==> src/rtl/uart_tx_arbiter.sv <==
// rtl/uart_tx_arbiter.sv - round-robin arbiter sharing one 8N1 UART transmitter
//
// Purpose:
//    Picks one byte source at a time in round-robin order and hands its byte
//    to the UART TX serializer. It issues a single-cycle start strobe, then
//    follows the transmitter busy flag until the frame is done. If the
//    transmitter never reports busy, the byte is dropped and errOUT pulses.
//
// Ports:
//    clkIN       system clock, rising edge
//    resetIN     synchronous active-high reset
//    reqIN       per-requester byte-valid level
//    dataIN      per-requester byte, requester i on bits [8i+7:8i]
//    ackOUT      one-cycle pulse, byte from requester i accepted
//    grantOUT    one-hot owner of the transmitter, zero when idle
//    txDataOUT   byte presented to the transmitter
//    txStartOUT  one-cycle start strobe to the transmitter
//    txBusyIN    transmitter busy flag
//    busyOUT     high whenever the arbiter is not idle
//    errOUT      one-cycle pulse, transmitter never went busy
module uart_tx_arbiter #(
   parameter int NUM_REQ       = 4,
   parameter int START_TIMEOUT = 16
) (
   input  logic                 clkIN,
   input  logic                 resetIN,
   input  logic [NUM_REQ-1:0]   reqIN,
   input  logic [8*NUM_REQ-1:0] dataIN,
   output logic [NUM_REQ-1:0]   ackOUT,
   output logic [NUM_REQ-1:0]   grantOUT,
   output logic [7:0]           txDataOUT,
   output logic                 txStartOUT,
   input  logic                 txBusyIN,
   output logic                 busyOUT,
   output logic                 errOUT
);

   localparam int IDXW = $clog2(NUM_REQ);
   localparam int CNTW = $clog2(START_TIMEOUT + 1);

   typedef enum logic [1:0] {IDLE, START, WAIT_BUSY, WAIT_DONE} stateT;

   stateT            state, stateNext;
   logic [IDXW-1:0]  ptr, ptrNext;
   logic [IDXW-1:0]  owner, ownerNext;
   logic [CNTW-1:0]  cnt, cntNext;
   logic [NUM_REQ-1:0] ackNext, grantNext;
   logic [7:0]       txDataNext;
   logic             txStartNext, busyNext, errNext;

   logic             winFound;
   logic [IDXW-1:0]  winIdx;
   logic [IDXW-1:0]  probeIdx;
   logic [7:0]       winData;
   logic [NUM_REQ-1:0] winOneHot;
   logic [IDXW-1:0]  ownerInc;
   int               probe;

   // Walk the search order backwards so the entry closest to ptr wins last.
   always_comb begin
      winFound = 1'b0;
      winIdx   = '0;
      probeIdx = '0;
      probe    = 0;
      for (int k = NUM_REQ - 1; k >= 0; k--) begin
         probe = int'(ptr) + k;
         if (probe >= NUM_REQ) probe = probe - NUM_REQ;
         probeIdx = IDXW'(probe);
         if (reqIN[probeIdx]) begin
            winFound = 1'b1;
            winIdx   = probeIdx;
         end
      end
   end

   always_comb begin
      winData = 8'h00;
      for (int i = 0; i < NUM_REQ; i++) begin
         if (winIdx == IDXW'(i)) winData = dataIN[8*i +: 8];
      end
   end

   assign winOneHot = NUM_REQ'(1) << winIdx;
   assign ownerInc  = (owner == IDXW'(NUM_REQ - 1)) ? '0 : owner + IDXW'(1);

   always_comb begin
      stateNext   = state;
      ptrNext     = ptr;
      ownerNext   = owner;
      cntNext     = cnt;
      ackNext     = '0;
      grantNext   = grantOUT;
      txDataNext  = txDataOUT;
      txStartNext = 1'b0;
      errNext     = 1'b0;
      case (state)
         IDLE: begin
            // Strobe is registered together with the START entry so it is
            // high exactly while the state is START.
            if (winFound) begin
               ownerNext   = winIdx;
               ackNext     = winOneHot;
               grantNext   = winOneHot;
               txDataNext  = winData;
               txStartNext = 1'b1;
               stateNext   = START;
            end
         end
         START: begin
            cntNext   = '0;
            stateNext = WAIT_BUSY;
         end
         WAIT_BUSY: begin
            if (txBusyIN) begin
               stateNext = WAIT_DONE;
            end else if (cnt == CNTW'(START_TIMEOUT - 1)) begin
               // This edge brings the count to START_TIMEOUT: drop the byte.
               errNext   = 1'b1;
               grantNext = '0;
               ptrNext   = ownerInc;
               cntNext   = '0;
               stateNext = IDLE;
            end else begin
               cntNext = cnt + CNTW'(1);
            end
         end
         WAIT_DONE: begin
            if (!txBusyIN) begin
               grantNext = '0;
               ptrNext   = ownerInc;
               stateNext = IDLE;
            end
         end
         default: stateNext = IDLE;
      endcase
      busyNext = (stateNext != IDLE);
   end

   always_ff @(posedge clkIN) begin
      if (resetIN) begin
         state      <= IDLE;
         ptr        <= '0;
         owner      <= '0;
         cnt        <= '0;
         ackOUT     <= '0;
         grantOUT   <= '0;
         txDataOUT  <= 8'h00;
         txStartOUT <= 1'b0;
         busyOUT    <= 1'b0;
         errOUT     <= 1'b0;
      end else begin
         state      <= stateNext;
         ptr        <= ptrNext;
         owner      <= ownerNext;
         cnt        <= cntNext;
         ackOUT     <= ackNext;
         grantOUT   <= grantNext;
         txDataOUT  <= txDataNext;
         txStartOUT <= txStartNext;
         busyOUT    <= busyNext;
         errOUT     <= errNext;
      end
   end

endmodule

==> config.mk <==
export PLATFORM = sky130hd
export DESIGN_NAME = uart_tx_arbiter
export DESIGN_NICKNAME = d
export VERILOG_FILES = /design/src/rtl/uart_tx_arbiter.sv
export SDC_FILE = /design/constraint.sdc
export NUM_CORES = 1
export LEC_CHECK = 0
export ABC_AREA = 1
export ABC_CLOCK_PERIOD_IN_PS = 2500
export BUFFER_PORTS_ARGS = -buffer_cell sky130_fd_sc_hd__buf_2
export CAP_MARGIN = 15
export CORE_ASPECT_RATIO = 1.1
export CORE_MARGIN = 2
export CORE_UTILIZATION = 51
export DETAILED_ROUTE_END_ITERATION = 10
export PLACE_DENSITY = 0.77
export SETUP_SLACK_MARGIN = 0.3
export SLEW_MARGIN = 20
export SYNTH_ARGS = -nofsm -noshare
export SYNTH_HDL_FRONTEND = slang
export SYNTH_SLANG_ARGS = --single-unit
==> constraint.sdc <==
create_clock -name clkIN -period 2.5 [get_ports clkIN]
set_input_delay 0.75 -clock clkIN [delete_from_list [all_inputs] [get_ports clkIN]]
set_output_delay 0.75 -clock clkIN [all_outputs]
set_load 0.03 [all_outputs]
==> impl_metrics.toml, run 1 <==
[cells_and_area]
drive_gt1_frac = 0.311
register_area_um2 = 602
fin_nets = 367
design_area_um2 = 2210
multiInputGateArea_um2 = 1030
diodes = 0
n_fill_cell = 328
area.growth.synth_to_final_pct = 20.2

[yosys]
synth-edff-count = 0
netlist_instances = 264
ys_warn_count = 0
synth_seq_cells = 30
yosysTopAreaCell = "dfxtp_1"
synth.top_cell.area_share = 0.327
synth.cell_area_um2 = 1840
avgSynthCellArea_um2 = 6.96
synthArstFlopShare = 0
ys_types = 33
seq_area_frac_synth = 0.327
post-synth-top-count-cell = "nand2_1"
yosys_most_used_dff = "dfxtp_1"
syn-num-nets = 310
synthTopCellsByArea = "dfxtp_1 (33%), nand2_1 (14%), inv_1 (6.3%)"
synthTopCellsByCount = "nand2_1 (69), inv_1 (31), dfxtp_1 (30), nor2_1 (20)"

[routing]
postRouteAntennaNets = 0
post_drt_wl_per_cell_um = 11.7
drc = 0
routed-wl-met3_um = 255
routed_wl_um = 4320
first_pass_iters = 5
m1WireLength_um = 2040
route.met2.wl_um = 1960
drt-initial-drc-count = 111
highest_layer = "met4"
viasPerCell = 5.00
vias = 1851

[timing]
fin_skew_ns = 0.0108
final.min_clock_period_ns = 1.93
drv_slew = 0
whs_ns = 0.465
finalCritPeriodShare = 0.772
worst_pin_slew_ns = 0.430
rsz0062_at_grt = "false"
setup_tns_ns = 0
setup_viol = 0
fmax_mhz = 518
hold_viol_final = 0
relSlewSlack = 0.713

[floorplanning]
core_um2 = 3390
io_pins = 58
dieArea_um2 = 4100
fp-row-count = 22
fp.dieH_um = 66.9
initial_core_util = 0.542
fp.dieW_um = 61.2

[global_route]
overflow = 0
track_usage = 0.227
first_global_vias = 1633
grt_max_degree = 19
grt_first_pass_wirelength_um = 7000
antenna_found_initial = 0

[pwr]
finalPower_mw = 2.91
switching_share = 0.507
power.internal_mw = 1.43
peakVddDrop_mv = 0.631
power_leakage_nw = 1.13
pwr_density_cell_nw_per_um2 = 1320
clock_power_share = 0.130
power.switching_mw = 1.47
seq_power_share = 0.261
comb_power_share = 0.609

[clock_network]
numClockSinks = 30
h-tree-depth = 2
cts.clk_slew.worst_paths_ns = 0.10
clk_latency_ns = 0.32
root_buffer = "clkbuf_4"
cts_made_buffers = 5
tritoncts = "built"
cts_buffer_depth = 2

[min_path]
holdPathEnd = "cnt[4]"
hp-start = "cnt[4]"
worstHoldPathType = "reg -> reg"
min_path_cells = 2

[placed_design]
io_buffers = 57
gp_congestion = 0.813
dp_hpwl_um = 3330
place_area_um2 = 2120

[worst_setup_path]
reg2reg_from = "ptr[1]"
ff2ff_path_depth = 15
reg2reg_setup_slack_ns = 0.58
start_kind = "primary input"
critPathLaunch = "reqIN[3]"
worstPathRequired_ns = 2.71
worstPathArrival_ns = 2.14
cp_max_fo = 16
rr_endpoint = "txDataOUT[1]"
crit_type = "in -> reg"
worstSetupEndpointType = "flop"

[status]
status = "complete, no violations"

[job]
cap_viol_max_count = 0
==> state kept, by name (all words and copies together), names as in the netlist <==
register and cells:
grantOUT 4, cnt 5, busyOUT 1, errOUT 1
txStartOUT 1, state 2, ptr 2, ackOUT 4
txDataOUT 8, owner 2
==> power groups by stage <==
stage          Combinational (mW)  Sequential [mW]  Clock (mW)
2_1_floorplan                1.23            0.972           0
3_3_place_gp                 1.73            0.758           0
3_5_place_dp                 1.75            0.763           0
4_1_cts                      1.75            0.756       0.387
5_1_grt                      1.99            0.779       0.415
6_report                     1.77            0.758       0.379
==> layout by cell type (no fill, tap or decap), types with 2 or more instances in the layout <==
cell and count:
nor2_1 20, nand2_4 3, o21ai_0 16, nand2_2 8
a21oi_1 9, a21oi_2 7, nand4_1 16, nor2_4 3
dfxtp_1 29, clkinv_2 2, nand2_1 69, inv_1 31
nand3_1 12, clkbuf_4 5, inv_2 3, nor3_1 3
nor2_2 4, ha_1 7, buf_2 57
==> cell type report <==
type | instances | share of cell area
Multi-Input combinational cell | 190 | 0.468
Clock buffer | 5 | 0.0170
Timing Repair Buffer | 58 | 0.133
Sequential cell | 30 | 0.273
Inverter | 36 | 0.0646
Clock inverter | 3 | 0.0181
Tap cell | 48 | 0.0272
==> per-stage QoR <==
step,utilization,std cells,setup slack (ns)
2_1_floorplan,-,264,0.516
3_3_place_gp,0.626,362,0.241
3_5_place_dp,0.626,362,0.179
4_1_cts,0.649,370,0.405
5_1_grt,0.652,370,0.333
6_report,0.652,370,0.569
==> cell families after synthesis <==
logic type | count (synthesis) | synth area share
buffers and inverters | 44 | 0.115
AND/OR/NAND/NOR | 143 | 0.377
AO/OA/AOI/OAI | 39 | 0.129
flip-flops | 30 | 0.327
XOR/XNOR | 1 | 0.00477
adder cells (fa/ha/maj) | 7 | 0.0477
==> worst max path at each step <==
stage,slack [ns],depth (start not counted),endpoint
after floorplan,0.52,15,txDataOUT[6]
after global placement,0.24,15,txDataOUT[0]
after detailed placement,0.18,15,txDataOUT[4]
after CTS,0.41,13,txDataOUT[4]
after global routing,0.33,14,txDataOUT[5]
final,0.57,15,txDataOUT[1]
==> what timing repair did <==
item | in CTS | in global routing
setup endpoints to repair | 0 | 9
resized for setup | 0 | 2
buffers inserted | 0 | 0
hold buffers | 0 | 0
==> metal layers <==
metal	vias up	global-route usage
met1	810	0.296
met5	-	0
li1	968	-
met3	8	0.0544
met4	0	0.0571
met2	65	0.370
==> worst max-delay path, cell delays in order <==
cell	delay, ns
buf_2	0.10
inv_1	0.04
nand2_1	0.06
nand3_1	0.12
nand2_1	0.10
inv_1	0.06
nor2_1	0.04
nor2_2	0.12
nand2_4	0.12
nand2_8	0.14
nand2_4	0.13
o21ai_0	0.18
inv_1	0.05
nand2_1	0.07
a21oi_2	0.05
(Power assumes the default switching activity.)
==> run 2: changes to the inputs <==
- ABC_CLOCK_PERIOD_IN_PS: 2500 -> 1800
- clock period: 2.5 -> 1.8 ns (I/O delays scaled with it)
==> run 2 against run 1 <==
Net effect: global-route usage up 1.8 points; critical endpoint is now txDataOUT[2]; the run now ends with setup timing left; critical path depth stayed put; critical path type is now reg -> reg; clock-buffer cell count increased by 1; cell area up 25%; hold slack gained 0.0037 ns.
==> impl_metrics.toml, run 2 (same netlist as run 1, synthesis figures left out) <==
[timing]
relSlewSlack = 0.802
final.min_clock_period_ns = 1.83
worst_pin_slew_ns = 0.298
whs_ns = 0.469
fin_skew_ns = 0.0166
drv_slew = 0
finalCritPeriodShare = 1.01
setup_viol = 2
fmax_mhz = 547
worst_slack_ns = -0.0269
hold_viol_final = 0
rsz0062_at_grt = "true"

[worst_setup_path]
crit_top_cell = "nand2_1"
reg2reg_from = "ptr[0]"
critPathLaunch = "ptr[0]"
worstPathRequired_ns = 2.07
reg2reg_setup_slack_ns = -0.03
cpPeakStageDelay_ns = 0.35
ff2ff_path_depth = 15
worstSetupEndpointType = "flop"
worstPathArrival_ns = 2.10
crit_family = "simple AND/OR/NAND/NOR gates"
cpMaxStageDelayCell = "dfxtp_2"
cp_max_fo = 7
crit_path_cell_trace = "buf_6, clkinv_8, nand2_2, nand2_2, nand2_1, nand2_1, nand2_1, nand2_1, nand2_2, nand2_8, nor2_4, nand2_1, nand4_1, nand2_1, a21oi_2"
worst-path-buf-inv = 2
crit_type = "reg -> reg"
rr_endpoint = "txDataOUT[2]"
start_kind = "flop"

[min_path]
min_path_cells = 2
hp-start = "txBusyIN"
worstHoldPathType = "in -> reg"
holdPathEnd = "errOUT"

[cells_and_area]
fin_nets = 393
n_fill_cell = 216
stdcell_count = 396
largest-register = "txDataOUT"
diodes = 0
reg_top3 = "txDataOUT (8), cnt (5)"
layout_commonest_cell = "buf_2"
drive_gt1_frac = 0.546
most-common-layout-cells = "buf_2 (57), nand2_1 (49), dfxtp_1 (24)"
area.growth.synth_to_final_pct = 50.7
largest_reg_flops = 8
postLayoutCoreUtil = 0.818

[placed_design]
io_buffers = 57
post-place-cells = 378
dp_hpwl_um = 3410
gp_congestion = 0.844
pre_cts_ws_ns = -0.220

[routing]
vias = 2052
drt-initial-drc-count = 104
viasPerCell = 5.18
postRouteAntennaNets = 0
routed_wl_um = 5200
first_pass_iters = 4
drc = 0
post_drt_wl_per_cell_um = 13.1

[clock_network]
tritoncts = "built"
cts.clk_slew.worst_paths_ns = 0.11
h-tree-depth = 2
cts_made_buffers = 5
root_buffer = "clkbuf_4"
clk_latency_ns = 0.33
cts_buffer_depth = 2
ctsHoldBuffers = 0
numClockSinks = 30

[pwr]
power.internal_mw = 2.55
power.switching_mw = 2.59
comb_power_share = 0.710
power_leakage_nw = 1.32
peakVddDrop_mv = 0.991
clock_power_share = 0.084
seq_power_share = 0.207
pwr_density_cell_nw_per_um2 = 1860
switching_share = 0.504

[floorplanning]
fp.dieW_um = 61.2
io_pins = 58
core_um2 = 3390
fp.dieH_um = 66.9
dieArea_um2 = 4100
fp-row-count = 22
initial_core_util = 0.542

[job]
cap_viol_max_count = 0

[global_route]
grt_first_pass_wirelength_um = 7490
track_usage = 0.245
antenna_found_initial = 0
overflow = 0
grt_max_degree = 17
first_global_vias = 1739

[status]
violations = "setup timing"
status = "complete, but fails checks"
-- run 2: cell count changes in the layout (fill, tap and decap cells not counted), moves of 8 or more --
cell / change
buf_4: +16
inv_1: -13
inv_2: +9
nand2_1: -20
nand2_2: +9
nand2_4: +9
nor2_1: -8
o21ai_0: -12
-- run 2: area by class of cell --
type                            count  area [um^2]  area share
Multi-Input combinational cell    191         1320       0.477
Timing Repair Buffer               83          532       0.192
Clock inverter                      2         12.5     0.00452
Sequential cell                    30          613       0.221
Clock buffer                        6         51.3      0.0185
Tap cell                           48         60.1      0.0217
Inverter                           36          180      0.0651
-- run 2: power by group through the flow --
stage / Sequential (mW) / Combinational (mW) / Clock, mW
after floorplan: 1.35 / 1.77 / 0
after global placement: 1.03 / 2.78 / 0
after detailed placement: 1.03 / 2.82 / 0
after global routing: 1.09 / 3.94 / 0.470
final: 1.06 / 3.65 / 0.430
after CTS: 1.03 / 3.15 / 0.435
-- run 2: how the worst max path moves through the flow --
stage,end,slack (ns),depth (start not counted)
after floorplan,txDataOUT[6],0.04,15
after global placement,txDataOUT[5],-0.20,14
after detailed placement,txDataOUT[5],-0.22,14
after CTS,txDataOUT[0],-0.006,16
after global routing,txDataOUT[7],-0.12,16
final,txDataOUT[2],-0.03,15
-- run 2: through the flow --
| step | area (um^2) | TNS (ns) | power, mW |
|---|---|---|---|
| finish | 2770 | -0.0420 | 5.14 |
| global route | 2770 | -0.788 | 5.50 |
| CTS | 2530 | -0.00551 | 4.61 |
| detailed placement | 2340 | -2.81 | 3.85 |
| global placement | 2340 | -2.26 | 3.82 |
| floorplan | 1920 | 0 | 3.13 |
-- run 2: layer usage --
metal	wire, um	track usage	share of wire
met1	2070	0.303	0.40
met2	2670	0.399	0.51
met3	320	0.0660	0.062
met4	129	0.0924	0.025
met5	0	0	0
-- run 2: what timing repair did --
| item | CTS | global route |
|---|---|---|
| hold endpoints to repair | 0 | 0 |
| setup endpoints to repair | 28 | 29 |
| pin swaps | 18 | 39 |
| gates resized for setup | 26 | 65 |
| buffers inserted | 3 | 6 |
| gates cloned | 1 | 0 |
==> run 3: changes to the inputs <==
- ABC_CLOCK_PERIOD_IN_PS: 1800 -> 1700
- clock period: 1.8 -> 1.7 ns (I/O delays scaled with it)
==> run 3 against run 2 <==
Net effect: the run still ends with setup timing left; sequential cell count is the same; wire length grew 1.7%; utilization shrank 1.3 points; combinational power grew 5%; critical endpoint is now txDataOUT[0]; highest routed layer unchanged.
==> impl_metrics.toml, run 3 (same netlist as run 1, synthesis figures left out) <==
[timing]
fmax_mhz = 558
relSlewSlack = 0.758
worst_slack_ns = -0.0933
whs_ns = 0.426
final.min_clock_period_ns = 1.79
rsz0062_at_grt = "true"
finalCritPeriodShare = 1.05
worst_pin_slew_ns = 0.354
fin_skew_ns = 0.0194
hold_viol_final = 0
setup_viol = 9
drv_slew = 0

[routing]
routed-wl-met3_um = 324
first_pass_iters = 5
postRouteAntennaNets = 0
m1WireLength_um = 2190
highest_layer = "met4"
drt-initial-drc-count = 89
vias = 2050
drc = 0
routed_wl_um = 5280
post_drt_wl_per_cell_um = 13.3
route.met2.wl_um = 2640
viasPerCell = 5.18

[global_route]
track_usage = 0.254
grt_max_degree = 17
first_global_vias = 1796
grt_first_pass_wirelength_um = 7720
antenna_found_initial = 0
overflow = 0

[cells_and_area]
largest_reg_flops = 8
diodes = 0
layout_commonest_cell = "nand2_1"
fin_nets = 393
stdcell_count = 396
largest-register = "txDataOUT"
drive_gt1_frac = 0.557
reg_top3 = "txDataOUT (8), cnt (5)"
most-common-layout-cells = "nand2_1 (52), buf_2 (44), buf_4 (28)"
area.growth.synth_to_final_pct = 48.3

[worst_setup_path]
reg2reg_from = "ptr[0]"
worstPathRequired_ns = 1.98
crit_type = "reg -> reg"
crit_path_cell_trace = "buf_6, inv_8, nand2_2, nand2_2, nand2_2, nand2_4, nor2_2, nor2_2, nand2_4, nand2_8, buf_6, nand3_1, nand4_1, nand2_1, a21oi_2"
endpoint = "txDataOUT[0]"
worst-path-buf-inv = 3
critPathLaunch = "ptr[0]"
cp_max_fo = 7
reg2reg_setup_slack_ns = -0.09
cpPeakStageDelay_ns = 0.34
rr_endpoint = "txDataOUT[0]"
crit_family = "simple AND/OR/NAND/NOR gates"
worstPathArrival_ns = 2.07
cpMaxStageDelayCell = "dfxtp_2"
worstSetupEndpointType = "flop"
ff2ff_path_depth = 15
crit_top_cell = "nand2_2"
cp.depth = 15
start_kind = "flop"

[floorplanning]
fp.dieW_um = 61.2
initial_core_util = 0.542
dieArea_um2 = 4100
fp.dieH_um = 66.9
core_um2 = 3390
fp-row-count = 22
io_pins = 58

[clock_network]
root_buffer = "clkbuf_4"
numClockSinks = 30
cts_made_buffers = 5
tritoncts = "built"
cts.clk_slew.worst_paths_ns = 0.11
clk_latency_ns = 0.34
cts_buffer_depth = 2
ctsHoldBuffers = 0
h-tree-depth = 2

[pwr]
pwr_density_cell_nw_per_um2 = 1990
finalPower_mw = 5.43
peakVddDrop_mv = 1.26
comb_power_share = 0.703
power.internal_mw = 2.71
clock_power_share = 0.085
switching_share = 0.501
power_leakage_nw = 1.27
power.switching_mw = 2.72
seq_power_share = 0.212

[min_path]
hp-start = "txBusyIN"
worstHoldPathType = "in -> reg"

[status]
status = "complete, but fails checks"
violations = "setup timing"

[job]
cap_viol_max_count = 0

[placed_design]
dp_hpwl_um = 3340
post-place-cells = 377
io_buffers = 57
gp_congestion = 0.874
## run 3: cell types whose count changed in the layout (fill, tap and decap cells not counted), sizes merged
| cell | before | now |
|---|---|---|
| clkinv | 2 | 1 |
| clkbuf | 6 | 7 |
| inv | 35 | 36 |
| nor2 | 28 | 29 |
| buf | 83 | 81 |
## run 3: final cells by class
cell class | count | area, um^2
sequential | 30 | 618
timing repair buffer | 82 | 539
multi-input combinational | 192 | 1270
fill | 237 | 662
inverter | 36 | 168
clock buffer | 6 | 51.3
tap | 48 | 60.1
clock inverter | 2 | 12.5
## run 3: per-layer routing
layer,up-vias,track usage
met2,76,0.416
met1,936,0.295
met3,11,0.0680
li1,1027,-
met5,-,0
met4,0,0.130
## run 3: per-stage QoR
step / util / setup WS [ns] / TNS, ns / cell area, um^2
after floorplan: - / -0.0319 / -0.0319 / 1900
after global placement: 0.679 / -0.195 / -2.33 / 2300
after detailed placement: 0.679 / -0.224 / -2.61 / 2300
after CTS: 0.743 / -0.0869 / -0.310 / 2510
after global routing: 0.805 / -0.184 / -2.08 / 2720
final: 0.805 / -0.0933 / -0.590 / 2720
## run 3: what timing repair did
item                       CTS  global route
pin swaps                   21            19
cloned                       2             0
gates resized for setup     36            71
buffers inserted             5             4
setup endpoints to repair   33            40
## run 3: power groups by stage
stage          clock (mW)  combinational [mW]  sequential (mW)
2_1_floorplan           0                1.89             1.43
3_3_place_gp            0                2.89             1.10
3_5_place_dp            0                2.93             1.10
4_1_cts             0.467                3.29             1.10
5_1_grt             0.503                4.12             1.17
6_report            0.463                3.82             1.15
## run 3: how the worst min path moves through the flow
stage                     cells past startpoint     end
after CTS                                     2  errOUT
after global placement                        2  cnt[4]
after floorplan                               2  cnt[4]
after global routing                          2  errOUT
final                                         2  errOUT
after detailed placement                      2  cnt[4]
## run 3: worst register-to-register path, cell delays in order (launching register included)
cell and delay [ns]:
dfxtp_2 0.34, buf_6 0.12, inv_8 0.07, nand2_2 0.05, nand2_2 0.07, nand2_2 0.07
nand2_4 0.09, nor2_2 0.05, nor2_2 0.13, nand2_4 0.09, nand2_8 0.12, buf_6 0.13
nand3_1 0.08, nand4_1 0.13, nand2_1 0.08, a21oi_2 0.11
